[src/rtl/load_store_unit.sv]
// rtl/load_store_unit.sv - handshaked word-bus load/store unit with alignment checks and bus timeout
module load_store_unit #(
    parameter int unsigned MAX_WAIT = 15
) (
    input  logic        clk,
    input  logic        rstN,
    input  logic        req,
    input  logic        we,
    input  logic [2:0]  size,
    input  logic [31:0] addr,
    input  logic [31:0] wdIn,
    output logic        stall,
    output logic [31:0] readData,
    output logic        misaligned,
    output logic        busError,
    output logic        memReq,
    output logic        memWe,
    output logic [31:0] memAddr,
    output logic [3:0]  memBe,
    output logic [31:0] memWdata,
    input  logic        memReady,
    input  logic [31:0] memRdata
);

    typedef enum logic [1:0] {
        S_IDLE = 2'd0,
        S_WAIT = 2'd1,
        S_DONE = 2'd2
    } state_t;

    state_t      r_state;
    state_t      w_next;
    logic [7:0]  r_cnt;
    logic        r_we;
    logic [2:0]  r_size;
    logic [1:0]  r_lane;

    logic        w_illegal;
    logic        w_unaligned;
    logic        w_start;
    logic        w_timeout;
    logic        w_ack;
    logic        w_expire;
    logic [3:0]  w_be;
    logic [31:0] w_wdata;
    logic [31:0] w_shifted;
    logic [31:0] w_load;

    assign w_illegal   = (size == 3'b011) || (size[2:1] == 2'b11);
    assign w_unaligned = ((size[1:0] == 2'b01) && addr[0]) ||
                         ((size[1:0] == 2'b10) && (addr[1:0] != 2'b00));
    assign w_start     = (r_state == S_IDLE) && req && !w_illegal && !w_unaligned;
    assign w_timeout   = (r_cnt == 8'(MAX_WAIT - 1));
    assign w_ack       = (r_state == S_WAIT) && memReady;
    // memReady in the timeout cycle still counts as a completed access
    assign w_expire    = (r_state == S_WAIT) && !memReady && w_timeout;

    assign misaligned  = (r_state == S_IDLE) && req && (w_illegal || w_unaligned);
    assign stall       = w_start || (r_state == S_WAIT);

    always_comb begin
        w_be    = 4'b1111;
        w_wdata = wdIn;
        case (size[1:0])
            2'b00: begin
                w_be    = 4'b0001 << addr[1:0];
                w_wdata = {4{wdIn[7:0]}};
            end
            2'b01: begin
                w_be    = 4'b0011 << addr[1:0];
                w_wdata = {2{wdIn[15:0]}};
            end
            default: ;
        endcase
    end

    assign w_shifted = memRdata >> {r_lane, 3'b000};

    always_comb begin
        w_load = memRdata;
        case (r_size)
            3'b000:  w_load = {{24{w_shifted[7]}}, w_shifted[7:0]};
            3'b100:  w_load = {24'd0, w_shifted[7:0]};
            3'b001:  w_load = {{16{w_shifted[15]}}, w_shifted[15:0]};
            3'b101:  w_load = {16'd0, w_shifted[15:0]};
            default: w_load = memRdata;
        endcase
    end

    always_comb begin
        w_next = r_state;
        case (r_state)
            S_IDLE:  if (w_start) w_next = S_WAIT;
            S_WAIT:  if (w_ack || w_expire) w_next = S_DONE;
            S_DONE:  w_next = S_IDLE;
            default: w_next = S_IDLE;
        endcase
    end

    always_ff @(posedge clk) begin
        if (!rstN) begin
            r_state <= S_IDLE;
        end else begin
            r_state <= w_next;
        end
    end

    always_ff @(posedge clk) begin
        if (!rstN) begin
            r_cnt    <= 8'd0;
            r_we     <= 1'b0;
            r_size   <= 3'd0;
            r_lane   <= 2'd0;
            memReq   <= 1'b0;
            memWe    <= 1'b0;
            memAddr  <= 32'd0;
            memBe    <= 4'd0;
            memWdata <= 32'd0;
            busError <= 1'b0;
            readData <= 32'd0;
        end else begin
            busError <= 1'b0;
            if (w_start) begin
                r_cnt    <= 8'd0;
                r_we     <= we;
                r_size   <= size;
                r_lane   <= addr[1:0];
                memReq   <= 1'b1;
                memWe    <= we;
                memAddr  <= {addr[31:2], 2'b00};
                memBe    <= w_be;
                memWdata <= w_wdata;
            end else if (r_state == S_WAIT) begin
                r_cnt <= r_cnt + 8'd1;
                if (w_ack) begin
                    memReq <= 1'b0;
                    if (!r_we) begin
                        readData <= w_load;
                    end
                end else if (w_expire) begin
                    memReq   <= 1'b0;
                    busError <= 1'b1;
                    readData <= 32'd0;
                end
            end
        end
    end

endmodule

[config.mk]
export PLATFORM = sky130hd
export DESIGN_NAME = load_store_unit
export DESIGN_NICKNAME = d
export VERILOG_FILES = /design/src/rtl/load_store_unit.sv
export SDC_FILE = /design/constraint.sdc
export NUM_CORES = 1
export LEC_CHECK = 0
export CORE_MARGIN = 5
export CORE_UTILIZATION = 39
export DETAILED_ROUTE_END_ITERATION = 10
export MAX_ROUTING_LAYER = met4
export PLACE_DENSITY = 0.81
export SLEW_MARGIN = 20
export SYNTH_ARGS = -nofsm -noshare
export SYNTH_HDL_FRONTEND = slang
export SYNTH_SLANG_ARGS = --single-unit
[constraint.sdc]
create_clock -name clk -period 2.1 [get_ports clk]
set_clock_uncertainty 0.15 [all_clocks]
set_input_delay 0.525 -clock clk [delete_from_list [all_inputs] [get_ports clk]]
set_output_delay 0.525 -clock clk [all_outputs]
set_load 0.02 [all_outputs]
# Yosys cells after proc, flatten, opt, wreduce, memory -nomap -nowiden
# Index checks and enable logic that the tools add are counted.
# W data, S select, Z words.
# totals
in_bits,104
wordCells,73
output_inout_bits,105
regBits,116
# op_classes
shift,3
n_bitwise,3
n_reduce_logical,29
addsub,1
n_mux,14
eq_ne,12
# op_table
operator,n
$pmux W32 S4,1
$mux W32,3
$pmux W32 S2,1
$shr A32 B5 Y16,1
$logic_and A1 B1 Y1,9
$add A8 B1 Y8 const B,1
$eq A8 B4 Y1 const B,1
$pmux W4 S2,1
$eq A3 B3 Y1 const B,2
$reduce_bool A2 Y1,3
$logic_or A1 B1 Y1,5
$mux W1,5
$eq A2 B1 Y1 const B,2
$eq A2 B2 Y1 const B,2
$logic_not A2 Y1,2
$mux W2,2
$ne A2 B2 Y1 const B,2
$pmux W2 S2,1
$reduce_and A2 Y1,2
$reduce_and A4 Y1,1
$reduce_or A4 Y1,1
$shl A1 B2 Y4 const A,1
$shl A2 B2 Y4 const A,1
$eq A3 B1 Y1 const B,1
7 further kinds,11

# Logic depth before layout (Yosys ltp)
# Gate-level depths: netlist of the first run.
# logic_depth
word_depth,7
mapped_depth,8
mapped_depth_nobuf,6

# Least setup slack after synthesis of the first run
# No wires, ideal clock.
# synth_timing
path_type,in2out
start,input req
end,output stall
required_ns,1.425
path_buffers,2
arrival_time_ns,1.741
path_slack_ns,-0.316
path_stages,5
path_cell_list,or3b_2 > o21bai_1 > clkbuf_1 > clkbuf_1 > nand2_1
# synth_via
elab_chain_len,4
# synth_rtl
element,line_no,text
start: declaration,7,"input logic req,"
$logic_and A1 B1 Y1 (3 in a row),52,assign w_start = (r_state == S_IDLE) && req && !w_illegal && !w_unaligned;
$logic_or A1 B1 Y1,59,assign stall = w_start || (r_state == S_WAIT);
end: declaration,12,"output logic stall,"
# No other way between the ends.

# Worst setup path after layout of the first run
# layout_timing
start,register r_cnt[0]
end,register readData[10]
# layout_via
elab_chain_len,4
# layout_rtl
element,line_no,text
start: declaration,33,logic [7:0] r_cnt;
start signal: assignment,134,r_cnt <= r_cnt + 8'd1;
$eq A8 B4 Y1,53,assign w_timeout = (r_cnt == 8'(MAX_WAIT - 1));
$logic_and A1 B1 Y1,56,assign w_expire = (r_state == S_WAIT) && !memReady && w_timeout;
$reduce_bool A2 Y1 (no source line),--,
$reduce_and A4 Y1 (no source line),--,
end signal: assignment,138,readData <= w_load;
end: declaration,13,"output logic [31:0] readData,"
# No other way between the ends.
# A chain may end at the register's enable or synchronous reset.

==> results of run 1 <==
==> critical path: cells and delay by family, from the launching register on <==
| family | cells | cell delay, ns |
|---|---|---|
| DFF | 1 | 0.32 |
| AOI/OAI and AO/OA | 2 | 0.47 |
| buffers and inverters | 2 | 0.26 |
| and+or+nand+nor | 2 | 0.78 |
| adders and majority gates | 1 | 0.11 |
==> registers in the layout, summed over array words and instances (netlist names) <==
| signal | cells |
|---|---|
| memWdata | 32 |
| memReq | 1 |
| memAddr | 30 |
| readData | 32 |
| r_cnt | 8 |
| busError | 1 |
| r_we | 1 |
| r_size | 3 |
| r_lane | 2 |
| memBe | 4 |
| r_state | 2 |
==> power groups by stage <==
stage,Clock [mW],Sequential [mW],Combinational (mW)
2_1_floorplan,0,2.53,0.387
3_3_place_gp,0,2.42,1.07
3_5_place_dp,0,2.42,1.09
4_1_cts,2.98,2.38,1.10
5_1_grt,3.08,2.39,1.20
6_report,2.94,2.38,1.13
==> final cells by class <==
| cell class | instances | share of cell area, % |
|---|---|---|
| Clock buffer | 18 | 5.138 |
| Timing Repair Buffer | 264 | 30.71 |
| Tap cell | 176 | 2.576 |
| Multi-Input combinational cell | 403 | 31.99 |
| Sequential cell | 116 | 27.21 |
| Inverter | 11 | 0.4831 |
| Clock inverter | 14 | 1.888 |
==> logic make-up after synthesis <==
| kind of cell | Yosys count | share of synthesized area [%] |
|---|---|---|
| muxes | 35 | 7.153 |
| adders and majority gates | 2 | 0.4784 |
| xor gates and xnor gates | 7 | 1.172 |
| buffers and inverters | 60 | 5.191 |
| DFF | 116 | 44.40 |
| and+or+nand+nor | 192 | 16.22 |
| other | 1 | 0.07170 |
| AOI/OAI and AO/OA | 165 | 25.31 |
==> layer usage <==
metal | wire length [um] | part of all wire [%] | global-route usage (%)
met1 | 7040 | 39 | 24.80
met2 | 8931 | 50 | 37.54
met3 | 1425 | 8.0 | 6.520
met4 | 481 | 2.7 | 9.590
met5 | 0 | 0 | -
==> worst min-delay path by stage <==
stage                      startpoint     endpoint  slack, ns  cells past startpoint
after floorplan             r_size[2]    r_size[2]       0.29                      2
after detailed placement  memAddr[19]  memAddr[19]       0.31                      2
after global routing      readData[0]  readData[0]       0.33                      2
after CTS                 memAddr[18]  memAddr[18]       0.32                      2
after global placement     memAddr[7]   memAddr[7]       0.30                      2
final                     readData[0]  readData[0]       0.30                      2
==> cells in the final DEF (no fill, tap or decap), types with 4 or more instances in the layout <==
master and count:
clkdlybuf4s50_1 178, nand2_1 135, dfxtp_1 113, a21boi_0 53, buf_4 50, mux2i_1 25, o21ai_0 20, clkbuf_16 19
a221o_1 18, o211a_1 18, dlymetal6s2s_1 18, nor2_1 14, o211ai_1 12, nand3_1 11, inv_1 9, mux2_2 9
a22oi_1 8, xor2_1 7, nand2b_1 6, a221o_2 6, clkinv_2 5, clkinvlp_4 5, a21oi_1 4, a2bb2oi_1 4
o221ai_1 4, buf_6 4, dlygate4sd2_1 4
==> timing repair <==
item                       in CTS  in global routing
buffers inserted                4                  0
pin swaps                       4                 32
gates cloned                    0                  3
resized for setup              28                 33
setup endpoints to repair      92                 53
==> results by group, run 1 <==
Run status
  • Outcome: finished with violations
  • Violated checks: setup timing

Final layout
  • Area Overhead vs Synth: 63.42%
  • Final Non-Filler Cells: between 1000 and 1500
  • N_diodes: 0
  • Fraction of layout cells with a size suffix above 1: between 10% and 20%
  • Storage cell area: between 2000 and 2500 um^2
  • Fin nets: roughly 920
  • Area of the multi-input gates: 2734 um^2
  • Finished layout cell area: about 8500 um^2
  • Filler cells: between 1000 and 1500
  • Core Util, Final: about two thirds

Critical path
  • Req. time, crit path: approximately 2.3 ns
  • Critical R2R Launch: r_cnt[0]
  • Crit path capture: readData[10]
  • Worst Path Arrival: 2.37 ns
  • Crit-path max cell delay: about 0.46 ns
  • Startpoint Class: register
  • Worst Path Max Fanout: 6
  • Worst flop-to-flop path endpoint: readData[10]
  • Reg2Reg Setup Slack: -0.12 ns
  • Cell Chain, Critical Path: inv_2 > ha_4 > or4b_4 > nor4_4 > o21ai_4 > clkbuf_16 > a221o_1
  • Cells on worst reg2reg path: 7
  • Worst setup EP type: register
  • Slowest stage cell on the critical path: or4b_4
  • CP Class: reg2reg
  • CP startpoint: r_cnt[0]

Detailed routing
  • Iter 0 DRT Violations: 435
  • Via-to-Cell Ratio: about 5.4
  • Wire per inst: 17.84 um
  • WL final: about 18000 um
  • DR pass1 iterations: 5
  • DRC viols: 0
  • ANT nets after route: 0
  • Routed vias: ~5400

GRT
  • Antenna violations before repair: 0
  • Vias in the first global route: approximately 5500
  • Largest net degree at the start of global routing: 73
  • First-pass GRT wire length: ~28000 um
  • Global route total overflow: 0
  • Total track usage: 22.35%

Pwr
  • Clock share of power: a little under half
  • Max rail drop VDD: 0.5341 mV
  • Switching Share: ~26%
  • PwrDens: roughly 750 nW/um^2
  • Combinational Power Share: roughly 18%
  • Total leakage power: between 3 and 4 nW
  • Sequential power share: between 30% and 40%
  • Net switching power: between 1.5 and 2 mW
  • Int Pwr: 4.788 mW
  • Total power: between 6 and 7 mW

Synthesis
  • Syn Area/Cell: approximately 9 um^2
  • Ys flop type: dfxtp_1
  • Share of the yosys chip area belonging to registers: between 40 and 50%
  • Synth area leaders: dfxtp_1, nand2_1, a21boi_0, mux2i_1, a221o_1
  • Mapped Area: roughly 5200 um^2
  • Mapped Cells: between 500 and 600
  • Leading area contributor after synthesis: dfxtp_1
  • Yosys warnings: 0
  • Area fraction of the dominant cell type after synthesis: between 40% and 50%
  • Top-count cell post-synth: nand2_1
  • Synth cell count leaders: nand2_1, dfxtp_1, a21boi_0
  • Post-synth EDFFs: 0
  • Number of distinct library cells after synthesis: between 50 and 60
  • #FFs+latches synth: 116
  • Ys async rst share: 0%

Hold path
  • Worst Hold Class: reg2reg

Timing
  • Tcrit/Tclk final: 105.8%
  • Max Clock Freq: ~450 MHz
  • WHS: 0.3009 ns
  • Final setup violation count: 28
  • RSZ-0062 raised after global routing: yes
  • Final hold vios: 0
  • Setup slack after layout: -0.1217 ns
  • Setup tns final: -2.378 ns
  • Worst-Margin Slew: about 0.65 ns
  • Max-slew violations: 0
  • Slew margin rel.: a little under three fifths
  • Final min period: ~2.2 ns

CTS
  • Clock Latency Late Sink: around 0.42 ns
  • CTS Buf Count: 17
  • H-tree Lvls: 4
  • Cts hold-fix bufs: 0
  • Reg clk slew, reported paths: about 0.060 ns
  • TritonCTS clock tree: built
  • # clock sinks: 116
  • Clock Tree Buf Depth: 2
  • Clk root buf: clkbuf_16

Floorplanning
  • Die area: ~16000 um^2
  • Initial Util: around two fifths
  • Core area: 13190 um^2
  • Die Ht: 125.8 um
  • Num ports: between 200 and 250
  • Row count: 42
  • Die Wd: ~130 um

Placement
  • Placed insts: approximately 960
  • Placer Congestion: roughly 0.87
  • Placed inst area: between 7000 and 8000 um^2
  • Pre-CTS WS: -0.8342 ns
  • Dpl hpwl: about 13000 um
  • Port bufs: 206

Flow run
  • Maxcap violations: 0
No activity file was read; power rests on OpenSTA's default activity.
==> run 2, diff against run 1 <==
--- a/constraint.sdc
+++ b/constraint.sdc
@@ -4,2 +4,2 @@
 set_output_delay 0.525 -clock clk [all_outputs]
-set_load 0.02 [all_outputs]
+set_load 0.01 [all_outputs]
==> results by group, run 2 (synthesis gave the netlist of run 1 again) <==
Final layout
  • Final Non-Filler Cells: 996 (-0.60%)
  • Finished layout cell area: 8486 um^2 (-0.72%)
  • Fraction of layout cells with a size suffix above 1: 15.12% (-1.2 points)
  • Biggest regs: memWdata: 32 flops, readData: 32 flops, memAddr: 30 flops
  • Core Util, Final: 64.33% (-0.46 points)
  • Fin nets: 913 (-0.65%)
  • Most frequent cells in the layout: clkdlybuf4s50_1, nand2_1, dfxtp_1, a21boi_0, buf_4
  • Filler cells: 1024 (-1.4%)
  • Commonest non-fill, non-tap cell in the layout: clkdlybuf4s50_1
  • Area Overhead vs Synth: 62.25%
  • N_diodes: 0 (unchanged)

CTS
  • Clock Latency Late Sink: 0.40 ns (-0.02 ns)
  • Clock Tree Buf Depth: 2 (unchanged)
  • # clock sinks: 116 (unchanged)
  • Reg clk slew, reported paths: 0.06 ns (about the same)
  • Clk root buf: clkbuf_16
  • TritonCTS clock tree: built
  • H-tree Lvls: 4 (unchanged)
  • CTS Buf Count: 17 (unchanged)

Timing
  • Setup slack after layout: -0.08860 ns (+0.03307 ns)
  • Final hold vios: 0 (unchanged)
  • Setup tns final: -0.6205 ns (+1.757 ns)
  • Tcrit/Tclk final: 104.2% (-1.6 points)
  • RSZ-0062 raised after global routing: yes
  • Final min period: 2.189 ns (-0.03307 ns)
  • Max Clock Freq: 456.9 MHz (+1.5%)
  • Slew margin rel.: 57.43% (+0.91 points)
  • Worst-Margin Slew: 0.6385 ns (-0.01236 ns)
  • Max-slew violations: 0 (unchanged)
  • Final setup violation count: 22 (-21%)

Pwr
  • Clock share of power: 47.8% (+2.2 points)
  • Sequential power share: 36.3% (-0.6 points)
  • Net switching power: 1.523 mW (-8.3%)
  • Total leakage power: 3.413 nW (-7.6%)
  • Int Pwr: 5.038 mW (+5.2%)
  • Switching Share: 23.22% (-2.5 points)
  • Total power: 6.562 mW (+1.7%)
  • PwrDens: 773.3 nW/um^2 (+2.5%)
  • Max rail drop VDD: 0.5986 mV (+12%)
  • Combinational Power Share: 15.9% (-1.6 points)

Detailed routing
  • Routed vias: 5282 (-1.7%)
  • DRC viols: 0 (unchanged)
  • Iter 0 DRT Violations: 428 (-1.6%)
  • Wire per inst: 17.51 um (-1.9%)
  • WL final: 17440 um (-2.5%)
  • ANT nets after route: 0 (unchanged)
  • Via-to-Cell Ratio: 5.303 (-1.1%)
  • DR pass1 iterations: 7 (+2)

Critical path
  • Worst Path Arrival: 1.51 ns (-0.86 ns)
  • Buf/Inv on CP: 2 (unchanged)
  • Worst setup EP type: output port
  • Cell Chain, Critical Path: or3b_4 > buf_6 > nor3_4 > buf_2
  • Slowest stage cell on the critical path: or3b_4
  • Worst Path Max Fanout: 2 (-4)
  • CP top delay family: simple AND/OR/NAND/NOR gates
  • Startpoint Class: register
  • CP Class: reg2out
  • Req. time, crit path: 1.42 ns (-0.83 ns)
  • Crit-path max cell delay: 0.41 ns (-0.05 ns)

Floorplanning
  • Die area: 15830 um^2 (unchanged)
  • Initial Util: 39.65% (unchanged)
  • Num ports: 209 (unchanged)
  • Core area: 13190 um^2 (unchanged)
  • Die Ht: 125.8 um (unchanged)
  • Row count: 42 (unchanged)
  • Die Wd: 125.8 um (unchanged)

Placement
  • Placed inst area: 7710 um^2 (-0.42%)
  • Placer Congestion: 0.9226 (+5.7%)
  • Port bufs: 206 (unchanged)
  • Dpl hpwl: 12560 um (-1.9%)
  • Placed insts: 957 (-0.62%)

Run status
  • Outcome: finished with violations
  • Violated checks: setup timing

GRT
  • Antenna violations before repair: 0 (unchanged)
  • Total track usage: 21.73% (-0.62 points)
  • Largest net degree at the start of global routing: 77 (+5.5%)
  • Global route total overflow: 0 (unchanged)
  • Vias in the first global route: 5322 (-3.6%)
  • First-pass GRT wire length: 27040 um (-3.3%)

Hold path
  • Worst Hold Class: in2reg

Flow run
  • Maxcap violations: 0 (unchanged)
## run 2: cell types whose count changed in the layout (fill, tap and decap cells not counted), moves of 2 or more
cell,previous run,this run
clkbuf_2,0,2
clkbuf_8,1,5
dlymetal6s2s_1,18,3
o21ai_1,2,0
clkinvlp_4,5,1
buf_4,50,43
o21a_1,0,2
clkdlybuf4s15_2,2,0
clkdlybuf4s50_1,178,195
o21a_4,2,0
o21ai_0,20,22
## run 2: power groups by stage
| stage | logic, mW | registers [mW] | clock network (mW) |
|---|---|---|---|
| floorplan | 0.382 | 2.46 | 0 |
| global placement | 0.980 | 2.42 | 0 |
| detailed placement | 0.997 | 2.42 | 0 |
| CTS | 1.01 | 2.38 | 3.18 |
| global route | 1.12 | 2.39 | 3.29 |
| finish | 1.04 | 2.38 | 3.14 |
## run 2: per-stage QoR
stage / hold WS [ns] / worst slack, ns
after detailed placement: 0.3052 / -0.7899
after global placement: 0.3009 / -0.8060
final: 0.2758 / -0.08860
after floorplan: 0.2942 / -0.01081
after global routing: 0.2949 / -0.1366
after CTS: 0.2572 / -0.09974
## run 2: repair_timing
item | 4_1_cts | 5_1_grt
pin swaps | 2 | 25
hold buffers | 0 | 0
gates cloned | 0 | 3
endpoints found under the setup margin | 48 | 30
setup buffers | 1 | 3
resized for setup | 23 | 12
## run 2: final timing paths
check,start,end,slack (ns),cells after the start
worst max-delay path,r_state[0],misaligned,-0.09,4
worst min-delay path,rstN,readData[3],0.28,3
worst max register to register,r_cnt[0],readData[25],-0.07,7
worst min register to register,memAddr[6],memAddr[6],0.31,2
## run 2: layer usage
metal  up-vias  wire (um)  global-route usage, %
met2       246       8579                  35.65
met5         -          0                      -
met3        40       1257                  6.393
met1      2482       7097                  24.89
li1       2514          -                      -
met4         0        503                  9.085
## run 2: worst min-delay path, delay by kind of cell
kind	cells	cell delay (ns)
simple gates	1	0.07
buf+inv	1	0.14
mux	1	0.05
## run 2: final cells by class
class,instances,area [um^2],share of cell area [%]
Clock buffer,23,498.0,5.868
Tap cell,176,220.2,2.595
Multi-Input combinational cell,403,2716,32.01
Inverter,11,41.29,0.4866
Clock inverter,9,147.6,1.740
Timing Repair Buffer,258,2537,29.90
Sequential cell,116,2325,27.40
